[src/rtl/uart_frame_tx.sv]
// Packet framer: buffers payload bytes in a FIFO and, on request, emits
// HEADER, LEN, payload, CHK through a strobe/busy byte-transmit handshake.
module uart_frame_tx #(
    parameter int          DEPTH   = 16,
    parameter logic [7:0]  HEADER  = 8'hA5,
    parameter int          BUSY_TO = 4
) (
    input  logic                     input_clk,
    input  logic                     reset,
    input  logic [7:0]               wr_data,
    input  logic                     wr_en,
    output logic                     fifo_full,
    output logic [$clog2(DEPTH):0]   fifo_count,
    output logic                     overflow,
    input  logic                     send,
    output logic                     busy,
    output logic                     done,
    output logic [7:0]               tx_data,
    output logic                     tx_start,
    input  logic                     tx_busy
);

    localparam int AW = $clog2(DEPTH);
    localparam int CW = AW + 1;
    localparam int TW = $clog2(BUSY_TO + 1);
    localparam logic [TW-1:0] TO_LAST = TW'(BUSY_TO - 1);

    // LEN travels as one byte, so a full 256-entry FIFO cannot be framed.
    if ((DEPTH < 2) || (DEPTH > 128) || ((DEPTH & (DEPTH - 1)) != 0)) begin : g_bad_depth
        $error("uart_frame_tx: DEPTH must be a power of 2 in 2..128");
    end
    if (BUSY_TO < 1) begin : g_bad_busy_to
        $error("uart_frame_tx: BUSY_TO must be at least 1");
    end

    typedef enum logic [2:0] {ST_IDLE, ST_HDR, ST_LEN, ST_PAY, ST_CHK} state_t;
    typedef enum logic [1:0] {BY_ISSUE, BY_WAIT_HI, BY_WAIT_LO} byte_t;

    state_t          state, state_d;
    byte_t           sub, sub_d;
    logic [7:0]      mem [DEPTH];
    logic [AW-1:0]   wr_ptr, rd_ptr;
    logic [CW-1:0]   count, len_q, pay_cnt;
    logic [7:0]      csum, byte_val;
    logic [TW-1:0]   to_cnt;
    logic            accept, issue, byte_done, frame_end, push, pop;

    assign fifo_full  = (count == CW'(DEPTH));
    assign fifo_count = count;
    assign busy       = (state != ST_IDLE);
    assign push       = wr_en && !fifo_full;
    assign pop        = issue && (state == ST_PAY);
    assign accept     = (state == ST_IDLE) && send;
    assign frame_end  = (state == ST_CHK) && byte_done;

    // NOTE: state registers use non-blocking assignments so every flop samples
    // pre-edge values regardless of process ordering.
    always_ff @(posedge input_clk or negedge reset) begin
        if (!reset) begin
            state <= ST_IDLE;
            sub   <= BY_ISSUE;
        end else begin
            state <= state_d;
            sub   <= sub_d;
        end
    end

    // NOTE: every always_comb output gets a default first so no path infers a latch.
    always_comb begin
        state_d   = state;
        sub_d     = sub;
        issue     = 1'b0;
        byte_done = 1'b0;
        byte_val  = 8'h00;
        case (state)
            ST_HDR:  byte_val = HEADER;
            ST_LEN:  byte_val = 8'(len_q);
            ST_PAY:  byte_val = mem[rd_ptr];
            ST_CHK:  byte_val = ~csum + 8'd1;
            default: byte_val = 8'h00;
        endcase

        if (state == ST_IDLE) begin
            sub_d = BY_ISSUE;
            if (send) state_d = ST_HDR;
        end else begin
            case (sub)
                BY_ISSUE: begin
                    if (!tx_busy) begin
                        issue = 1'b1;
                        sub_d = BY_WAIT_HI;
                    end
                end
                BY_WAIT_HI: begin
                    if (tx_busy || (to_cnt == TO_LAST)) sub_d = BY_WAIT_LO;
                end
                BY_WAIT_LO: begin
                    if (!tx_busy) begin
                        byte_done = 1'b1;
                        sub_d     = BY_ISSUE;
                        case (state)
                            ST_HDR:  state_d = ST_LEN;
                            ST_LEN:  state_d = (len_q == '0) ? ST_CHK : ST_PAY;
                            ST_PAY:  state_d = (pay_cnt == '0) ? ST_CHK : ST_PAY;
                            default: state_d = ST_IDLE;
                        endcase
                    end
                end
                default: sub_d = BY_ISSUE;
            endcase
        end
    end

    // NOTE: payload storage is left unreset; the pointers and count define validity.
    always_ff @(posedge input_clk) begin
        if (push) mem[wr_ptr] <= wr_data;
    end

    always_ff @(posedge input_clk or negedge reset) begin
        if (!reset) begin
            wr_ptr   <= '0;
            rd_ptr   <= '0;
            count    <= '0;
            overflow <= 1'b0;
            len_q    <= '0;
            pay_cnt  <= '0;
            csum     <= 8'h00;
            to_cnt   <= '0;
            tx_data  <= 8'h00;
            tx_start <= 1'b0;
            done     <= 1'b0;
        end else begin
            tx_start <= issue;
            done     <= frame_end;

            if (push) wr_ptr <= wr_ptr + AW'(1);
            if (pop)  rd_ptr <= rd_ptr + AW'(1);
            case ({push, pop})
                2'b10:   count <= count + CW'(1);
                2'b01:   count <= count - CW'(1);
                default: count <= count;
            endcase

            if (wr_en && fifo_full) overflow <= 1'b1;
            else if (accept)        overflow <= 1'b0;

            // Checksum covers LEN and payload only; header is excluded.
            if (accept) begin
                len_q   <= count;
                pay_cnt <= count;
                csum    <= 8'h00;
            end else if (issue && ((state == ST_LEN) || (state == ST_PAY))) begin
                csum <= csum + byte_val;
            end
            if (pop) pay_cnt <= pay_cnt - CW'(1);

            if (issue) begin
                tx_data <= byte_val;
                to_cnt  <= '0;
            end else if (sub == BY_WAIT_HI) begin
                to_cnt  <= to_cnt + TW'(1);
            end
        end
    end

endmodule

[config.mk]
export PLATFORM = sky130hd
export DESIGN_NAME = uart_frame_tx
export DESIGN_NICKNAME = d
export VERILOG_FILES = /design/src/rtl/uart_frame_tx.sv
export SDC_FILE = /design/constraint.sdc
export NUM_CORES = 1
export LEC_CHECK = 0
export CELL_PAD_IN_SITES_DETAIL_PLACEMENT = 0
export CELL_PAD_IN_SITES_GLOBAL_PLACEMENT = 1
export CORE_ASPECT_RATIO = 1.25
export CORE_UTILIZATION = 56
export DETAILED_ROUTE_END_ITERATION = 7
export GPL_TIMING_DRIVEN = 1
export PLACE_DENSITY = 0.88
export SLEW_MARGIN = 5
export SYNTH_ARGS = -nofsm -noshare
export SYNTH_HDL_FRONTEND = slang
export SYNTH_SLANG_ARGS = --single-unit
export TNS_END_PERCENT = 5
[constraint.sdc]
create_clock -name input_clk -period 7.8 [get_ports input_clk]
set_input_delay 0.78 -clock input_clk [delete_from_list [all_inputs] [get_ports input_clk]]
set_output_delay 0.78 -clock input_clk [all_outputs]
set_load 0.1 [all_outputs]
==> impl_metrics.ini, run 1 <==
[run_status]
run_status = finished, final reports clean

[placed_design]
portBuffers = 30
dpl.hpwl_um = 10050
place_ws_ns = 3.819
place_congestion = 0.8946
dpl_cell_area_um2 = 8319

[layout]
nets = 586
final_area_um2 = 8860
syn_to_final_growth_pct = 11.20
layout-drive-gt1-share_pct = 11.39
num_antenna_cells = 0

[routing]
via_count = 4420
routed_wl_um = 15520
post_drt_wl_per_cell_um = 21.05
drc_errors = 0
final_antenna_net_count = 0
vias_per_cell = 5.997
dr.pass1.iters = 5
drt_iter0_markers = 305

[cts]
clk_pin_slew_ns = 0.06
postCtsHoldBufs = 0
clk-insertion-delay-late_ns = 0.43
h-tree-depth = 4
numCtsBuffers = 17
cts-root-buf = clkbuf_16
cts_tree = done
cts.sinks = 178
cts_setup_buffers = 0
ctsResizeCount = 0
clockBufferDepth = 2

[synth]
synth_warnings = 0
synth_area_um2 = 7968
synth_ff_type = edfxtp_1
synth.ff_latch_count = 178
yosys.cell_types.count = 57
ys_seq_area_share_pct = 63.94
synth_nets = 557
synth_area_per_cell_um2 = 15.29
synth_edf_count = 128
synth_top_area_share_pct = 48.24
synth_top_area_cell = edfxtp_1
synthCells = 521
yosys-top-cells-area = edfxtp_1, dfrtp_1, mux4_1, mux4_2, ha_1
ys_async_sr_fraction_pct = 28.09

[worst_setup_path]
slowest_delay_ns = 0.64
end_kind = register
reg2regPathDepth = 12
cp.required_ns = 8.12
worstPathCellList = buf_4, mux4_1, mux4_2, mux2i_1, o21ai_1, ha_1, a21o_1, a21oi_1, o21ai_0, a31oi_1, mux2_2, a22o_1
critPathSlowestCell = mux4_1
path_max_fanout = 33
path_class = reg2reg
start_kind = register
path_buf_inv = 1
path_depth = 12
arrival_ns = 4.30
crit_family = multiplexers

[worst_hold_path]
hold_class = in2async

[global_routing]
grt_pass1_vias = 4478
antenna_found_initial = 0
gr-total-overflow = 0
grt_max_degree = 51
grt_pass1_wl_um = 24670
grt_usage_pct = 23.58

[power_and_ir_drop]
powerDensity_nw_per_um2 = 407.3
ir_drop_mv = 0.2182
p_leak_uw = 0.003339

[floorplan]
chipHeight_um = 135.4
ios = 31
start_util_pct = 57.43
dieArea_um2 = 14710
dieWidth_um = 108.7
coreArea_um2 = 13870
rows = 48

[sta]
setup-tns-final_ns = 0
hold_slack_ns = 0.4649
max_freq_mhz = 251.7
worst-slew-pin-transition_ns = 1.150
setup_viol = 0
fin_worst_skew_ns = 0.01115
fin_ws_ns = 3.827
slew_viol_final = 0
slew-limit-headroom_pct = 23.04
period_share_pct = 50.94
finalCriticalPeriod_ns = 3.973
rsz0062_at_grt = no
finalHoldViolCount = 0

[job]
cap_violations = 0
kinds of logic (layout without fill, tap and decap cells):
group                      Yosys count  in the layout  share of synthesized area (%)
and+or+nand+nor                    141            141                          8.292
xor gates and xnor gates            22             22                          2.418
DFF                                178            178                          63.94
AOI/OAI and AO/OA                   62             62                          4.805
buffers and inverters               42             83                          3.517
muxes                               53             53                          13.22
adders and majority gates           23             23                          3.800
final timing paths:
check | start | endpoint | slack, ns
setup / recovery | rd_ptr[0] | csum[7] | 3.83
hold / removal | reset | fifo_count[2] | 0.46
setup reg to reg | rd_ptr[0] | csum[7] | 3.83
hold reg to reg | tx_data[0] | tx_data[0] | 0.48
max in group asynchronous | reset | tx_data[4] | 6.87
min in group input_clk | tx_data[0] | tx_data[0] | 0.48
cells in the final DEF, fill, tap and decap left out, types with 3 or more instances in the layout:
cell	n
xor2_1	11
dfrtp_1	50
o21ai_1	3
edfxtp_1	128
mux2i_1	13
clkinv_1	3
nor3_1	4
nor3_2	4
nand2b_1	7
buf_4	4
a21oi_1	16
mux2_2	3
nor2b_1	5
nor2_1	30
nand3_1	15
inv_1	18
inv_6	4
o21ai_0	21
clkinv_4	3
nand2_1	58
xnor2_1	11
mux4_1	17
ha_1	21
mux4_2	19
clkdlybuf4s50_1	29
a21o_1	5
clkbuf_16	17
report_power, final:
part | switching [uW] | internal [uW]
Sequential | 169 | 1200
Combinational | 875 | 572
Clock | 354 | 439
cells in the mapped netlist (all sizes together) (2+ instances only):
cell type / count
or3: 2
inv: 18
or4: 2
nor3b: 3
mux4: 36
fa: 2
o21ai: 24
nor3: 8
mux2: 4
dfrtp: 50
xor2: 11
a21o: 5
clkbuf: 12
nor2b: 5
mux2i: 13
xnor2: 11
ha: 21
buf: 12
and2: 2
a21oi: 16
a31oi: 2
a221oi: 2
nand2: 58
nor4b: 2
nand2b: 7
edfxtp: 128
a22o: 2
o31ai: 2
nor2: 30
nand3: 15
area by class of cell:
type	count	area (um2)
clock buffer	19	432.9
clock inverter	12	107.6
fill	1019	5014
multi-input combinational	301	2613
inverter	18	67.56
sequential	178	5095
tap	175	219.0
timing repair buffer	34	325.3
metal layers:
layer	vias up	share of wire [%]	track usage, %
li1	2025	-	-
met1	2249	41	29.05
met2	113	53	40.61
met3	33	3.4	5.002
met4	0	2.4	9.009
met5	-	0	0
worst reg2reg max path, cell delays in order, from the launching register on:
cell and delay (ns):
dfrtp_1 0.33, buf_4 0.46, mux4_1 0.65, mux4_2 0.47, mux2i_1 0.15, o21ai_1 0.10, ha_1 0.34, a21o_1 0.18
a21oi_1 0.14, o21ai_0 0.15, a31oi_1 0.33, mux2_2 0.37, a22o_1 0.19
flip-flops by register name (all words and copies together), names as in the netlist:
register and count:
len_q 5, tx_start 1, rd_ptr 4, done 1
wr_ptr 4, state 3, overflow 1, pay_cnt 5
fifo_count 5, mem 128, tx_data 8, sub 2
to_cnt 3, csum 8
through the flow:
| stage | power, uW | std cells | util (%) |
|---|---|---|---|
| after CTS | 3621 | 737 | 63.86 |
| after floorplan | 2527 | 521 | - |
| after global placement | 2785 | 706 | 59.97 |
| final | 3609 | 737 | 63.86 |
| after global routing | 3803 | 737 | 63.86 |
| after detailed placement | 2827 | 706 | 59.97 |
(Power assumes the default switching activity.)
==> run 2, diff against run 1 <==
--- a/config.mk
+++ b/config.mk
@@ -8,10 +8,10 @@
 export CELL_PAD_IN_SITES_DETAIL_PLACEMENT = 0
 export CELL_PAD_IN_SITES_GLOBAL_PLACEMENT = 1
 export CORE_ASPECT_RATIO = 1.25
-export CORE_UTILIZATION = 56
+export CORE_UTILIZATION = 47
 export DETAILED_ROUTE_END_ITERATION = 7
 export GPL_TIMING_DRIVEN = 1
-export PLACE_DENSITY = 0.88
+export PLACE_DENSITY = 0.79
 export SLEW_MARGIN = 5
 export SYNTH_ARGS = -nofsm -noshare
 export SYNTH_HDL_FRONTEND = slang
==> constraint.sdc (replaced) <==
create_clock -name input_clk -period 3.3 [get_ports input_clk]
set_input_delay 0.33 -clock input_clk [delete_from_list [all_inputs] [get_ports input_clk]]
set_output_delay 0.33 -clock input_clk [all_outputs]
set_load 0.1 [all_outputs]
==> run 2 against run 1 <==
Effect of this change: the run now ends with negative setup slack left; power grew to 2.9 times the previous value; highest routed layer unchanged; first-iteration DRC count is 3.6% higher; sequential share of layout area decreased by 5.8 points; non-clock buffer count increased by 86; clock power increased to 2.6 times the previous value; sequential cell count unchanged; die area rose by 19%; sequential power grew 140%.
==> impl_metrics.ini, run 2 (synthesis results as in run 1) <==
[run_status]
run_status = complete, but fails checks
failed_checks = negative setup slack

[worst_setup_path]
path_max_fanout = 6
path_class = reg2reg
cp.required_ns = 3.63
crit_family = multiplexers
arrival_ns = 3.74
worstPathCellList = buf_12, mux4_2, mux4_2, mux2i_2, o21ai_2, ha_1, a21o_1, a21oi_2, o21ai_4, a31oi_4, mux2_4, a22o_1
critPathSlowestCell = mux4_2
path_buf_inv = 1
rrSetupSlack_ns = -0.12
critical_path.endpoint = csum[7]
end_kind = register
r2r_start = rd_ptr[0]
path_depth = 12
start_kind = register
r2r-end = csum[7]
slowest_delay_ns = 0.49
startpoint = rd_ptr[0]
reg2regPathDepth = 12
path_common_cell = mux4_2

[layout]
layout_common_cells = edfxtp_1, buf_4, nand2_1
regArea_um2 = 5096
multiInputGateArea_um2 = 2725
syn_to_final_growth_pct = 23.78
layout-drive-gt1-share_pct = 28.81
n_fill_cell = 1267
nets = 672
largest_register_ff_count = 128
regMostFlops = mem
final_common_cell = edfxtp_1
num_antenna_cells = 0
reg_top3 = mem x128, csum x8, tx_data x8
layoutNonFillerInstCount = 865

[routing]
drc_errors = 0
drt_iter0_markers = 316
final_antenna_net_count = 0
post_drt_wl_per_cell_um = 20.93
vias_per_cell = 5.667
routed_wl_um = 18100
via_count = 4902
dr.pass1.iters = 5

[placed_design]
placed_cells = 797
place_congestion = 0.8736
dpl.hpwl_um = 11410
portBuffers = 30

[cts]
clk-insertion-delay-late_ns = 0.44
numCtsBuffers = 17
cts-root-buf = clkbuf_16
clk_pin_slew_ns = 0.07
cts.sinks = 178
h-tree-depth = 4
clockBufferDepth = 2
cts_tree = done

[floorplan]
coreArea_um2 = 16400
ios = 31
start_util_pct = 48.60
dieWidth_um = 118.5
chipHeight_um = 147.6
rows = 52
dieArea_um2 = 17480

[power_and_ir_drop]
ir_drop_mv = 0.4894
power_switching_uw = 3991
switching_share_pct = 38.06
seqPwrFrac_pct = 30.8
clockPowerShare_pct = 19.5
p_leak_uw = 0.003824
p_int_uw = 6494
powerDensity_nw_per_um2 = 1063
pwr-share-comb_pct = 49.7

[sta]
setup-tns-final_ns = -0.2607
fin_ws_ns = -0.1168
finalCriticalPeriod_ns = 3.417
max_freq_mhz = 292.7
slew-limit-headroom_pct = 34.87
period_share_pct = 103.5
rsz0062_at_grt = yes
setup_viol = 3
hold_slack_ns = 0.4777
fin_worst_skew_ns = 0.007921
slew_viol_final = 0
worst-slew-pin-transition_ns = 0.9739
finalHoldViolCount = 0

[worst_hold_path]
hold_class = reg2reg

[job]
cap_violations = 0

[global_routing]
gr-total-overflow = 0
grt_max_degree = 32
grt_pass1_vias = 5059
grt_usage_pct = 21.58
grt_pass1_wl_um = 27400
antenna_found_initial = 0
-- run 2: cell count changes in the layout (fill, tap and decap cells not counted), moves of 4 or more --
cell	change
buf_12	+5
buf_4	+67
buf_6	+14
ha_1	-4
inv_8	+5
mux4_1	-10
mux4_2	+10
nor3_1	+4
nor3_2	-4
-- run 2: what timing repair did --
item | 4_1_cts | 5_1_grt
hold endpoints to repair | 30 | 0
hold buffers | 1 | 0
gates resized for setup | 21 | 40
endpoints found under the setup margin | 2 | 8
pin swaps | 13 | 10
buffers inserted | 34 | 4
gates cloned | 1 | 0
-- run 2: worst register-to-register path: stages (launching register included) --
cell and delay (ns):
dfrtp_2 0.43, buf_12 0.15, mux4_2 0.49, mux4_2 0.48, mux2i_2 0.21, o21ai_2 0.10, ha_1 0.35, a21o_1 0.19
a21oi_2 0.16, o21ai_4 0.09, a31oi_4 0.16, mux2_4 0.32, a22o_1 0.17
-- run 2: how the worst min path moves through the flow --
stage               startpoint    endpoint  slack [ns]  depth (start not counted)
floorplan                reset     csum[0]        0.03                          0
global placement         reset  pay_cnt[3]        0.44                          1
detailed placement       reset  pay_cnt[3]        0.44                          1
CTS                 tx_data[1]  tx_data[1]        0.48                          2
global route        tx_data[1]  tx_data[1]        0.53                          2
finish              tx_data[1]  tx_data[1]        0.48                          2
-- run 2: power by group through the flow --
stage / clock (uW) / sequential [uW] / combinational (uW)
2_1_floorplan: 0 / 3660 / 2330
3_3_place_gp: 0 / 3230 / 3900
3_5_place_dp: 0 / 3250 / 3970
4_1_cts: 2070 / 3220 / 4660
5_1_grt: 2160 / 3280 / 5550
6_report: 2050 / 3230 / 5210
-- run 2: cell type report --
| class | count | area share (%) |
|---|---|---|
| clock buffers | 17 | 4.314 |
| clock inverters | 15 | 1.890 |
| inverters | 18 | 0.6851 |
| multi-input cells | 301 | 27.63 |
| flip-flops and latches | 178 | 51.67 |
| well taps | 216 | 2.740 |
| repair buffers | 120 | 11.06 |
-- run 2: stage by stage --
stage	area (um2)	power (uW)	util, %	setup slack, ns
after global placement	8772	7124	53.50	-0.1121
after global routing	9862	10990	60.15	-0.2118
after CTS	9706	9956	59.20	-0.1134
after detailed placement	8772	7222	53.50	-0.1541
final	9862	10480	60.15	-0.1168
after floorplan	7976	5989	-	-0.2152
-- run 2: per-layer routing --
layer	track usage (%)	wire, um	vias up
met2	37.29	9218	171
met3	4.900	1000	63
met1	24.44	6969	2476
li1	-	-	2192
met4	13.10	915	0
met5	0	0	-
==> patch (flow settings as in run 1) <==
Encoding of `byte_t`: now one-hot (3 bits for 3 values).
--- a/src/rtl/uart_frame_tx.sv
+++ b/src/rtl/uart_frame_tx.sv
@@ -34,7 +34,7 @@
     end
 
     typedef enum logic [2:0] {ST_IDLE, ST_HDR, ST_LEN, ST_PAY, ST_CHK} state_t;
-    typedef enum logic [1:0] {BY_ISSUE, BY_WAIT_HI, BY_WAIT_LO} byte_t;
+    typedef enum logic [2:0] {BY_ISSUE = 3'b001, BY_WAIT_HI = 3'b010, BY_WAIT_LO = 3'b100} byte_t;
 
     state_t          state, state_d;
     byte_t           sub, sub_d;
Formal check against the unedited RTL: no difference found for any inputs over 10 cycles, from zero or initial values and one cycle with reset low; not proved beyond that.
==> patch against run 1 <==
Hold slack better by 0.0041 ns. Design area is 1.8% higher. Area after synthesis grew 0.20%. Wire length grew 2.8%. Sequential cell count increased by 1. Critical path depth stayed put. Setup slack worse by 0.28 ns. Critical path type unchanged. Die area grew 0.20%. Power up 5.3%. Largest power group unchanged. Critical endpoint unchanged. Clock power up 11%. Non-clock buffer count unchanged.
==> patch: results (changes against run 1) <==
** Place
- Weighted congestion at the end of routability-driven global placement :: 0.807 (was 0.895)
- Area post-placement :: 8400 sq um (was 8320 sq um)
- Cell Count Post-Placement :: 719 (was 706)

** Setup path
- The worst-case register-to-register setup slack came to 3.54 ns (was 3.83 ns).
- The signal arrival time at the worst endpoint came to 4.60 ns (was 4.30 ns).
- The highest cell delay on the worst timing path is 1.07 ns (was 0.64 ns).

** GRT
- Global-route wire length before repair :: 25.4 mm (was 24.7 mm)

** Outcome
- Run status :: finished clean (unchanged)

** Pwr
- Power Dens Cells :: 422 nW/um^2 (was 407 nW/um^2)
- The leakage component of the power was 0.00341 uW (was 0.00334 uW).
- The power attributed to the clock group was 878 uW (was 793 uW).
- The maximum vdd drop came to 250 uV (was 218 uV).
- Design internal power :: 2320 uW (was 2210 uW)

** Route
- Final Routed Wirelength :: 16.0 mm (was 15.5 mm)
- DR vias :: 4569 (was 4420)
- Met2 WL :: 8.28 mm (about the same)
- Routed vias/inst :: 6.08 (was 6.00)
- The total met3 wirelength after detailed routing is 678 um (was 522 um).
- Iteration-0 DRC count of the detailed router :: 384 (was 305)

** Logic synthesis
- Per-instance average area after synthesis :: 15.0 sq um (was 15.3 sq um)
- Most area-consuming cells after synthesis :: edfxtp_1 48%, dfrtp_1 16%, mux4_2 6.8%, mux4_1 4.3%, ha_1 3.3% (was edfxtp_1 48%, dfrtp_1 16%, mux4_1 5.6%, mux4_2 5.4%, ha_1 3.3%)
- The post-synthesis share of cell area spent on full adders, half adders and majority gates was 3.79% (was 3.80%).
- The mux contribution to synthesized area is 12.4% (was 13.2%).
- The count of state elements after synthesis is 179 (was 178).
- The async set-reset flop share out of synthesis was 28.5% (was 28.1%).
- Leading post-synthesis cells by instance count :: 128 x edfxtp_1, 57 x nand2_1, 50 x dfrtp_1 (was 128 x edfxtp_1, 58 x nand2_1, 50 x dfrtp_1)
- The register area share after synthesis is 64.1% (was 63.9%).
- Compound-Gate Fraction of Synth Area :: 6.00% (was 4.81%)
- The xor/xnor cell area share of the yosys netlist came to 2.30% (was 2.42%).

** Finish
- Relative area change from synthesis to final layout :: 13.0% (was 11.2%)
- The share of the final layout cell area in multi-input gates came to 29.6% (was 29.5%).
- The inverter count was 19 (was 18).
- The count of multi-input combinational gates was 312 (was 301).
- The fraction of final layout cells with drive strength greater than 1 is 12.3% (was 11.4%).
- The clock buffer and inverter area fraction after layout came to 6.83% (was 6.10%).

** STA
- The pin slew with the least headroom to its limit came to 1.18 ns (was 1.15 ns).
patch: cell count changes after synthesis, sizes merged, moves of 3 or more:
cell | before | now
a22o | 2 | 9
buf | 12 | 15
clkbuf | 12 | 8
mux2i | 13 | 7
nand2b | 7 | 11
nand3 | 15 | 5
nand4 | 1 | 4
nor2 | 30 | 40
xor2 | 11 | 8
patch: worst paths after layout:
path	start	to	depth (start not counted)
setup / recovery	rd_ptr[0]$_DFFE_PN0P_	csum[7]$_DFFE_PN0P_	12
hold / removal	reset	to_cnt[0]$_DFFE_PN0P_	2
setup reg to reg	rd_ptr[0]$_DFFE_PN0P_	csum[7]$_DFFE_PN0P_	12
hold reg to reg	tx_data[0]$_DFFE_PN0N_	tx_data[0]$_DFFE_PN0N_	2
max in group asynchronous	reset	rd_ptr[0]$_DFFE_PN0P_	2
min in group input_clk	tx_data[0]$_DFFE_PN0N_	tx_data[0]$_DFFE_PN0N_	2
